--- config.mk ---
export PLATFORM = sky130hd
export DESIGN_NAME = booth_multiplier
export DESIGN_NICKNAME = d
export VERILOG_FILES = /design/src/rtl/booth_multiplier_pkg.sv /design/src/rtl/booth_step.sv /design/src/rtl/booth_multiplier.sv
export SDC_FILE = /design/constraint.sdc
export NUM_CORES = 1
export LEC_CHECK = 0
export ABC_CLOCK_PERIOD_IN_PS = 10200
export CAP_MARGIN = 40
export CORE_MARGIN = 8
export CORE_UTILIZATION = 25
export CTS_CLUSTER_DIAMETER = 200
export DETAILED_ROUTE_END_ITERATION = 8
export GPL_ROUTABILITY_DRIVEN = 1
export GPL_TIMING_DRIVEN = 0
export HOLD_SLACK_MARGIN = 0.1
export PLACE_DENSITY = 0.52
export SYNTH_ARGS = -nofsm -noshare
export SYNTH_HDL_FRONTEND = slang
export SYNTH_SLANG_ARGS = --single-unit
--- constraint.sdc ---
create_clock -name clock -period 10.2 [get_ports clock]
set_input_delay 2.04 -clock clock [delete_from_list [all_inputs] [get_ports clock]]
set_output_delay 2.04 -clock clock [all_outputs]
set_load 0.05 [all_outputs]
--- src/rtl/booth_multiplier_pkg.sv ---
// Shared types and constants for the radix-2 Booth multiplier.
package mult_pkg;

  localparam int ITERS = 32;
  localparam int WIDTH = 32;
  localparam int ACC_W = 33;
  localparam int CNT_W = $clog2(ITERS);

  // Booth recoding pairs {mq[0], q_1}
  localparam logic [1:0] BOOTH_ADD = 2'b01;
  localparam logic [1:0] BOOTH_SUB = 2'b10;

  typedef enum logic [1:0] {
    IDLE = 2'd0,
    RUN  = 2'd1,
    DONE = 2'd2
  } state_e;

  // The product fits in 32 signed bits only when product[63:31] is all
  // zeros or all ones.
  function automatic logic product_overflow(input logic [WIDTH:0] hi);
    return ~((&hi) | ~(|hi));
  endfunction

endpackage

--- src/rtl/booth_step.sv ---
// One combinational radix-2 Booth iteration: conditional add/subtract of
// the multiplicand, then arithmetic right shift of {acc, mq, q_1}.
module booth_step
  import mult_pkg::*;
(
  input  logic [ACC_W-1:0] acc_i,
  input  logic [WIDTH-1:0] mq_i,
  input  logic             q1_i,
  input  logic [ACC_W-1:0] mcand_i,
  output logic [ACC_W-1:0] acc_o,
  output logic [WIDTH-1:0] mq_o,
  output logic             q1_o
);

  logic [ACC_W-1:0] sum;

  // Select add, subtract or pass-through from the current Booth pair
  always_comb begin
    sum = acc_i;
    case ({mq_i[0], q1_i})
      BOOTH_ADD: sum = acc_i + mcand_i;
      BOOTH_SUB: sum = acc_i - mcand_i;
      default:   sum = acc_i;
    endcase
  end

  // Arithmetic right shift of the concatenated {acc, mq, q_1}
  always_comb begin
    acc_o = {sum[ACC_W-1], sum[ACC_W-1:1]};
    mq_o  = {sum[0], mq_i[WIDTH-1:1]};
    q1_o  = mq_i[0];
  end

endmodule

--- src/rtl/booth_multiplier.sv ---
// Sequential 32x32 signed Booth multiplier with start/ready handshake.
// Returns product[31:0] and an overflow flag when the product does not
// fit in 32 signed bits. A start in any state restarts with new operands.
module booth_multiplier
  import mult_pkg::*;
(
  input  logic             clock,
  input  logic             reset,
  input  logic             start,
  input  logic [WIDTH-1:0] A_in,
  input  logic [WIDTH-1:0] B_in,
  output logic [WIDTH-1:0] out,
  output logic             exp,
  output logic             ready,
  output logic             busy
);

  localparam logic [CNT_W-1:0] LAST_CNT = CNT_W'(ITERS - 1);

  state_e           state_q;
  logic [ACC_W-1:0] mcand_q;
  logic [ACC_W-1:0] acc_q;
  logic [WIDTH-1:0] mq_q;
  logic             q1_q;
  logic [CNT_W-1:0] count_q;
  logic [WIDTH-1:0] out_q;
  logic             exp_q;
  logic             ready_q;
  logic             busy_q;

  logic [ACC_W-1:0] acc_d;
  logic [WIDTH-1:0] mq_d;
  logic             q1_d;

  booth_step u_step (
    .acc_i   (acc_q),
    .mq_i    (mq_q),
    .q1_i    (q1_q),
    .mcand_i (mcand_q),
    .acc_o   (acc_d),
    .mq_o    (mq_d),
    .q1_o    (q1_d)
  );

  // FSM, iteration datapath and registered handshake/result outputs
  always_ff @(posedge clock or negedge reset) begin
    if (!reset) begin
      state_q <= IDLE;
      mcand_q <= '0;
      acc_q   <= '0;
      mq_q    <= '0;
      q1_q    <= 1'b0;
      count_q <= '0;
      out_q   <= '0;
      exp_q   <= 1'b0;
      ready_q <= 1'b0;
      busy_q  <= 1'b0;
    end else if (start) begin
      // A start always wins: abort whatever is running and load fresh operands
      state_q <= RUN;
      mcand_q <= {A_in[WIDTH-1], A_in};
      acc_q   <= '0;
      mq_q    <= B_in;
      q1_q    <= 1'b0;
      count_q <= '0;
      ready_q <= 1'b0;
      busy_q  <= 1'b1;
    end else begin
      case (state_q)
        IDLE: begin
          ready_q <= 1'b0;
          busy_q  <= 1'b0;
        end
        RUN: begin
          acc_q   <= acc_d;
          mq_q    <= mq_d;
          q1_q    <= q1_d;
          count_q <= count_q + {{(CNT_W-1){1'b0}}, 1'b1};
          if (count_q == LAST_CNT) begin
            // Final step: product is {acc_d[31:0], mq_d}
            state_q <= DONE;
            out_q   <= mq_d;
            exp_q   <= product_overflow({acc_d[WIDTH-1:0], mq_d[WIDTH-1]});
            ready_q <= 1'b1;
            busy_q  <= 1'b0;
          end else begin
            ready_q <= 1'b0;
            busy_q  <= 1'b1;
          end
        end
        DONE: begin
          state_q <= IDLE;
          ready_q <= 1'b0;
          busy_q  <= 1'b0;
        end
        default: begin
          state_q <= IDLE;
          ready_q <= 1'b0;
          busy_q  <= 1'b0;
        end
      endcase
    end
  end

  assign out   = out_q;
  assign exp   = exp_q;
  assign ready = ready_q;
  assign busy  = busy_q;

endmodule

Word-level counts from Yosys, hierarchy flattened
Cells that the tools add are included.
Widths: inputs -> output; s select.
{ "op_classes": {"n_addsub": 3, "multipliers": 0, "div": 0, "magnitude_cmp": 0, "eq_ne": 6, "shift": 0, "n_mux": 18, "n_bitwise": 4, "n_reduce_logical": 6} }
{ "op_table": {"columns": ["op", "n"], "rows": [
  ["$mux 33", 2],
  ["$pmux 33 s2", 1],
  ["$mux 32", 2],
  ["$add 33x33->33", 1],
  ["$reduce_and 33->1", 1],
  ["$reduce_or 33->1", 1],
  ["$sub 33x33->33", 1],
  ["$mux 5", 2],
  ["$mux 1", 8],
  ["$add 5x1->5 const B", 1],
  ["$eq 5x5->1 const B", 1],
  ["$eq 2x1->1 const B", 2],
  ["$mux 2", 2],
  ["$pmux 2 s2", 1],
  ["$ne 3x3->1 const B", 1],
  ["$not 1->1", 3],
  ["$reduce_and 3->1", 1],
  ["$eq 2x2->1 const B", 1],
  ["$logic_not 2->1", 1],
  ["$ne 2x2->1 const B", 1],
  ["$reduce_and 2->1", 1],
  ["$reduce_bool 2->1", 1],
  ["$or 1x1->1", 1]
]} }
{ "word_totals": {"register_bits": 140, "latchBits": 0, "ramBits": 0, "romBits": 0, "inputBits": 67, "out_inout_bits": 35, "elab_cells": 47, "memories": 0} }

Depth between registers and ports, before layout
Gate-level depths: netlist of run 1.
{ "depth": {"word_depth": 6, "ltp_mapped": 21, "depth_no_buf": 21} }

Modules after synthesis
From an unflattened synthesis of run 1, not the netlist that was laid out.
{ "unflattened": {"hier_cells": 982, "hier_area_um2": 9038.7} }
{ "modules_own_cells": {"columns": ["mod", "n_inst", "cells_each", "area_each_um2", "seq_area_each_um2"], "rows": [
  ["booth_multiplier", 1, 482, 5856.9, 3503.4],
  ["booth_step", 1, 500, 3181.8, 0.0]
]} }

Least setup slack after synthesis of run 1
OpenSTA, ideal clock, no wires.
{ "synth_path": {"path_type": "reg-to-reg", "startpoint": "reg mcand_q[4]", "endpoint": "reg exp_q (netlist: exp)", "setup_ns": 0.121, "t_arrival_ns": 4.954, "t_required_ns": 10.079, "setup_slack_ns": 5.125, "path_stages_with_launch": 22, "n_path_buf": 0, "synth_period_minus_slack_ns": 5.075, "cell_sequence": "dfrtp_1 nor3_1 nand2_1 nor4_1 nand2_1 nor2_1 a21oi_1 nor2_1 o21ai_0 xnor2_1 ha_1 and2_1 and3_1 and2_1 nand3_1 o31ai_1 xor2_1 mux2i_1 or4_1 or4_1 or4_1 a22o_1"} }
{ "synth_between": {"elab_chain_len": 6, "elab_cells_between_ends": 8, "classes_between": "add/sub (2); mux (1); bitwise (3); reduce/logical (2)"} }
{ "synth_lines": {"columns": ["item", "line", "text"], "rows": [
  ["start, declared", "booth_multiplier.sv:21", "logic [ACC_W-1:0] mcand_q;"],
  ["start signal, assigned", "booth_multiplier.sv:61", "mcand_q <= {A_in[WIDTH-1], A_in};"],
  ["$sub 33x33->33 / $add 33x33->33 (equally long branches)", "booth_step.sv:22, booth_step.sv:21", null],
  ["$pmux 33 s2 *", "booth_step.sv:20", "case ({mq_i[0], q1_i})"],
  ["$reduce_or 33->1", "booth_multiplier_pkg.sv:22", "return ~((&hi) | ~(|hi));"],
  ["$not 1->1", "booth_multiplier_pkg.sv:22", null],
  ["$or 1x1->1 *", "booth_multiplier_pkg.sv:22", null],
  ["$not 1->1 *", "booth_multiplier_pkg.sv:22", null],
  ["end signal, assigned", "booth_multiplier.sv:83", "exp_q <= product_overflow({acc_d[WIDTH-1:0], mq_d[WIDTH-1]});"],
  ["end, declared", "booth_multiplier.sv:27", "logic exp_q;"]
]} }
Every way passes the cells marked *; elsewhere a longest branch is shown, timed or not.
A chain may end at the register's enable or synchronous reset.

Final worst setup path of run 1
{ "layout_path": {"startpoint": "reg mcand_q[3]", "endpoint": "reg exp_q (netlist: exp)"} }
The elaborated chain is that of the path after synthesis.

==> results of run 1 <==
==> kinds of logic (layout without fill, tap and decap cells) <==
group,after synthesis,after routing,share of synthesized area
XOR/XNOR,50,50,0.0500
AO/OA/AOI/OAI,246,246,0.176
AND/OR/NAND/NOR,371,371,0.194
multiplexers,77,77,0.0931
adder cells (fa/ha/maj),37,37,0.0538
flip-flops,139,139,0.397
buffers and inverters,78,210,0.0355
==> how the worst max path moves through the flow <==
stage / start / to / slack (ns) / depth (start not counted)
floorplan: mcand_q[4]$_DFFE_PN0P_ / exp$_DFFE_PN0P_ / 5.12 / 21
global placement: reset / mcand_q[12]$_DFFE_PN0P_ / 1.08 / 1
detailed placement: mcand_q[3]$_DFFE_PN0P_ / exp$_DFFE_PN0P_ / 3.75 / 21
CTS: mcand_q[3]$_DFFE_PN0P_ / exp$_DFFE_PN0P_ / 3.71 / 21
global route: mcand_q[3]$_DFFE_PN0P_ / exp$_DFFE_PN0P_ / 3.08 / 21
finish: mcand_q[3]$_DFFE_PN0P_ / exp$_DFFE_PN0P_ / 3.56 / 21
==> critical path, delay by kind of cell, from the launching register on <==
kind	cells	cell delay [ns]
fa+ha+maj	1	0.38
xor+xnor	2	0.37
flops	1	0.42
mux	1	0.14
compound gates	4	0.98
simple gates	13	4.21
==> state kept, by name, indices dropped and copies added, names as in the netlist, 2 cells and up <==
signal,flops
state_q,2
mcand_q,32
out,32
mq_q,32
count_q,5
acc_q,32
==> per-layer routing <==
| layer | part of all wire | vias to the layer above |
|---|---|---|
| li1 | - | 3809 |
| met5 | 0 | - |
| met3 | 0.048 | 42 |
| met2 | 0.47 | 187 |
| met1 | 0.45 | 3793 |
| met4 | 0.030 | 0 |
==> layout by cell type, fill, tap and decap left out, drive strengths merged, types with 36 or more instances in the layout <==
master and count:
a21oi 65, clkbuf 67, clkdlybuf4s50 99, dfrtp 139
ha 36, mux2i 45, nand2 185, nor2 69
o21ai 72, xnor2 39
==> stage by stage <==
| stage | area, sq um | utilization |
|---|---|---|
| floorplan | 8750 | - |
| global placement | 10300 | 0.299 |
| detailed placement | 10400 | 0.300 |
| CTS | 11000 | 0.318 |
| global route | 11000 | 0.318 |
| finish | 11000 | 0.318 |
==> final cells by class <==
| type | count | area, sq um | share of cell area |
|---|---|---|---|
| flip-flops and latches | 139 | 3480 | 0.317 |
| inverters | 20 | 80.1 | 0.00730 |
| well taps | 455 | 569 | 0.0519 |
| plain buffers | 58 | 230 | 0.0210 |
| clock inverters | 10 | 140 | 0.0128 |
| repair buffers | 101 | 1030 | 0.0939 |
| clock buffers | 21 | 480 | 0.0438 |
| multi-input cells | 781 | 4960 | 0.452 |
==> where the power goes <==
group	switching (mW)	total, mW	internal (mW)
Combinational	0.564	0.944	0.380
Clock	0.241	0.650	0.409
Sequential	0.0750	0.696	0.621
Total	0.880	2.29	1.41
==> reports/results.ini, run 1 <==
[status]
status=complete, no violations

[drt]
dr.pass1.iters=5
post_drt_wl_per_cell_um=17.4
totalWireLength_um=27600
drc_errors=0
via_per_inst=4.94
drt_iter0_drc=508
postRouteAntennaNets=0
vias=7831

[global_route]
grtUsageTotal=0.135
grt.busiest_layer=met2
grt_overflow=0
grtUsageMet3=0.0304
antenna_found_initial=0
grt_max_degree=81
grtUsageMet2=0.218
use_met1=0.172
grt_pass1_wl_um=44900
grt_pass1_vias=8170

[finish]
final_cells=1585
syn2layout_area_growth_pct=25.4
n_antenna_cell=0
drive_gt1_frac=0.0655
nNetsFinal=1222
fill_cells=3652

[sta]
finalHoldViolCount=0
worst_slew_pin_slew_ns=0.913
slew_viol_final=0
relSlewSlack=0.386
setup_viol=0
finalCritPeriodShare=0.651
whs_ns=0.475
fmax_ghz=0.151
worst_slack_ns=3.56
period_needed_ns=6.64
fin_tns_setup_ns=0
skew_ns=0.00698
rsz0062_at_grt=false

[clocking]
cts.htree.levels=4
cts_buffers=17
cts_repair_resize_count=0
ctsHoldBuffers=0
post-cts-setup-buffers=0
clk_latency_ns=0.42
cts_tree=yes
clk_path_buf_depth=2
clock_tree.root_cell=clkbuf_16
cts_num_sinks=139
clk_pin_slew_worst_paths_ns=0.06

[hold_path]
min_from=out[29]$_DFFE_PN0P_
min_path_cells=2
min_path_type=register to register
min_to=out[29]$_DFFE_PN0P_

[yosys]
synthTopCellsByArea=dfrtp_1 (40%), nand2_1 (7.9%), ha_1 (5.1%)
ys_async_sr_fraction=1.00
synth_edf_count=0
syn-num-nets=1102
syn_area_per_cell_sq_um=8.77
yosys.area.top_type_share=0.397
synthMostInstantiatedCell=nand2_1
seq_area_frac_synth=0.397
ys_ff_latch=139
ys_warn_count=0
yosys.area.top_type=dfrtp_1
synth_area_sq_um=8750
synthCells=998
ys_types=68
synthFlopType=dfrtp_1
yosys-top-cells-count=nand2_1 (185), dfrtp_1 (139), nor2_1 (69), a21oi_1 (65), o21ai_0 (65)

[critical_path]
end_kind=register
r2r_end=exp$_DFFE_PN0P_
worstPathCellList=nor3_1 > nand2_1 > nor4_1 > nand2_1 > nor2_1 > a21oi_1 > nor2_1 > o21ai_0 > xnor2_1 > ha_1 > and2_1 > and3_1 > and2_1 > nand3_1 > o31ai_1 > xor2_1 > mux2i_1 > or4_1 > or4_1 > or4_1 > a22o_1
rrSetupSlack_ns=3.56
crit_fanout=6
reg2regPathDepth=21
cpMostUsedCell=or4_1
crit_type=register to register
cp_slowest_cell=nor4_1
timing.critical_path.from_type=register
worstPathArrival_ns=6.94
reg2reg_from=mcand_q[3]$_DFFE_PN0P_
cp.required_ns=10.50
cpPeakStageDelay_ns=0.71

[placement]
place_inst=1554
dp_hpwl_um=21200
portBuffers=100
pre_cts_slack_ns=3.75
place.gp.congestion=0.854

[floorplanning]
dieArea_sq_um=41300
initial_core_util=0.253
core-area_sq_um=34500
boundaryPins=102
fp-row-count=68
die_w_um=203
die-height_um=203

[power]
p_leak_nw=4.61
p_total_mw=2.29
power_density_nw_per_um2=209
vdd.ir_drop.worst_uv=116

[flow_run]
maxCapViolCount=0

Power figures use the tool's default switching activity.
==> run 2, diff against run 1 <==
--- a/config.mk
+++ b/config.mk
@@ -5,7 +5,7 @@
 export SDC_FILE = /design/constraint.sdc
 export NUM_CORES = 1
 export LEC_CHECK = 0
-export ABC_CLOCK_PERIOD_IN_PS = 10200
+export ABC_CLOCK_PERIOD_IN_PS = 6700
 export CAP_MARGIN = 40
 export CORE_MARGIN = 8
 export CORE_UTILIZATION = 25
==> constraint.sdc (replaced) <==
create_clock -name clock -period 6.7 [get_ports clock]
set_input_delay 1.34 -clock clock [delete_from_list [all_inputs] [get_ports clock]]
set_output_delay 1.34 -clock clock [all_outputs]
set_load 0.05 [all_outputs]
==> reports/results.ini, run 2 (synthesized netlist as in run 1, its figures left out) <==
[sta]
finalHoldViolCount=0  ; unchanged
fmax_ghz=0.158  ; +5.0%
slew_viol_final=0  ; unchanged
finalCritPeriodShare=0.943  ; +0.292
period_needed_ns=6.32  ; -0.318 ns
whs_ns=0.475  ; +0.000385 ns
setup_viol=0  ; unchanged
worst_slew_pin_slew_ns=0.873  ; -0.0403 ns
fin_tns_setup_ns=0  ; unchanged
skew_ns=0.00648  ; -0.000504 ns
relSlewSlack=0.411  ; +0.0251

[clocking]
cts_num_sinks=139  ; unchanged
clk_path_buf_depth=2  ; unchanged
cts.htree.levels=4  ; unchanged
clk_pin_slew_worst_paths_ns=0.06  ; about the same
cts_buffers=17  ; unchanged
cts_tree=yes
clk_latency_ns=0.42  ; about the same
clock_tree.root_cell=clkbuf_16

[critical_path]
worstPathCellList=inv_1 > ha_1 > clkbuf_1 > buf_1 > nor2_1 > xnor2_1 > ha_1 > nor2b_1 > o31ai_1 > a211o_1 > a211oi_1 > o221a_2 > o211a_1 > mux2i_1 > or4_1 > or4_1 > or4_1 > a22o_1
worstPathArrival_ns=6.62  ; -0.32 ns
crit_fanout=10  ; +4
cp.required_ns=7.00  ; -3.50 ns
end_kind=register
crit_type=register to register
cp_slowest_cell=buf_1
cp_top_family=simple AND/OR/NAND/NOR gates
timing.critical_path.from_type=register
cpMostUsedCell=or4_1
cp_num_buf_inv=3  ; +3
cpPeakStageDelay_ns=0.66  ; -0.05 ns

[global_route]
grt_overflow=0  ; unchanged
grt_max_degree=81  ; unchanged
grt_pass1_wl_um=44900  ; unchanged
grtUsageTotal=0.135  ; unchanged
antenna_found_initial=0  ; unchanged
grt_pass1_vias=8170  ; unchanged

[finish]
nNetsFinal=1222  ; unchanged
drive_gt1_frac=0.0673  ; +0.00177
final_cells=1585  ; unchanged
post-route-util=0.318  ; about the same
syn2layout_area_growth_pct=25.5  ; about the same
n_antenna_cell=0  ; unchanged
final_cell_mix=nand2_1 (185), dfrtp_1 (139), clkdlybuf4s50_1 (99)
final_common_cell=nand2_1

[drt]
post_drt_wl_per_cell_um=17.4  ; +0.15%
totalWireLength_um=27600  ; +0.15%
vias=7801  ; -0.38%
postRouteAntennaNets=0  ; unchanged
drt_iter0_drc=476  ; -6.3%
drc_errors=0  ; unchanged
dr.pass1.iters=5  ; unchanged
via_per_inst=4.92  ; -0.38%

[status]
status=complete, no violations

[floorplanning]
fp-row-count=68  ; unchanged
boundaryPins=102  ; unchanged
core-area_sq_um=34500  ; unchanged
die-height_um=203  ; unchanged
initial_core_util=0.253  ; unchanged
die_w_um=203  ; unchanged
dieArea_sq_um=41300  ; unchanged

[power]
vdd.ir_drop.worst_uv=176  ; +52%
power_density_nw_per_um2=318  ; +52%
p_total_mw=3.49  ; +52%
p_leak_nw=4.61  ; about the same

[placement]
place.gp.congestion=0.854  ; unchanged
portBuffers=100  ; unchanged
place_inst=1554  ; unchanged
dp_hpwl_um=21200  ; unchanged

[flow_run]
maxCapViolCount=0  ; unchanged

[hold_path]
min_path_type=register to register

[run 2: final cells by class]
type | instances | area (sq um)
well taps | 455 | 569
repair buffers | 101 | 1030
clock inverters | 10 | 140
plain buffers | 58 | 230
multi-input cells | 781 | 4970
clock buffers | 21 | 480
inverters | 20 | 80.1
fillers | 3653 | 23600
flip-flops and latches | 139 | 3480
[run 2: path summary, 6_finish.rpt]
kind                                         endpoint  cells after the start                 from  slack, ns
worst max-delay path                  exp$_DFFE_PN0P_                     18     q1_q$_DFFE_PN0P_       0.38
worst min-delay path              out[29]$_DFFE_PN0P_                      2  out[29]$_DFFE_PN0P_       0.48
worst max register to register        exp$_DFFE_PN0P_                     18     q1_q$_DFFE_PN0P_       0.38
worst min register to register    out[29]$_DFFE_PN0P_                      2  out[29]$_DFFE_PN0P_       0.48
max in group asynchronous       acc_q[13]$_DFFE_PN0P_                      2                reset       4.95
min in group asynchronous         mq_q[8]$_DFFE_PN0P_                      1                reset       0.90
[run 2: repair_timing]
| item | in CTS | in global routing |
|---|---|---|
| resized for setup | 0 | 2 |
| setup endpoints to repair | 0 | 1 |
| hold buffers | 0 | 0 |
| buffers inserted | 0 | 0 |
[run 2: metrics by stage]
| stage | area, sq um | worst slack (ns) |
|---|---|---|
| after floorplan | 8750 | 1.62 |
| after global placement | 10300 | -1.72 |
| after detailed placement | 10400 | 0.248 |
| after CTS | 11000 | 0.210 |
| after global routing | 11000 | -0.00328 |
| final | 11000 | 0.382 |
[run 2: worst min-delay path: cells and delay by family, from the launching register on]
family / cells / cell delay [ns]
flip-flops: 1 / 0.34
AND/OR/NAND/NOR: 2 / 0.10
[run 2: power by group]
part / switching, mW / internal, mW / total (mW)
Sequential: 0.114 / 0.945 / 1.06
Combinational: 0.862 / 0.579 / 1.44
Clock: 0.365 / 0.623 / 0.987
[run 2: metal layers]
metal / track usage / up-vias / part of all wire
li1: - / 3805 / -
met1: 0.172 / 3787 / 0.45
met2: 0.218 / 173 / 0.47
met3: 0.0304 / 36 / 0.046
met4: 0.0536 / 0 / 0.029
met5: 0 / - / 0
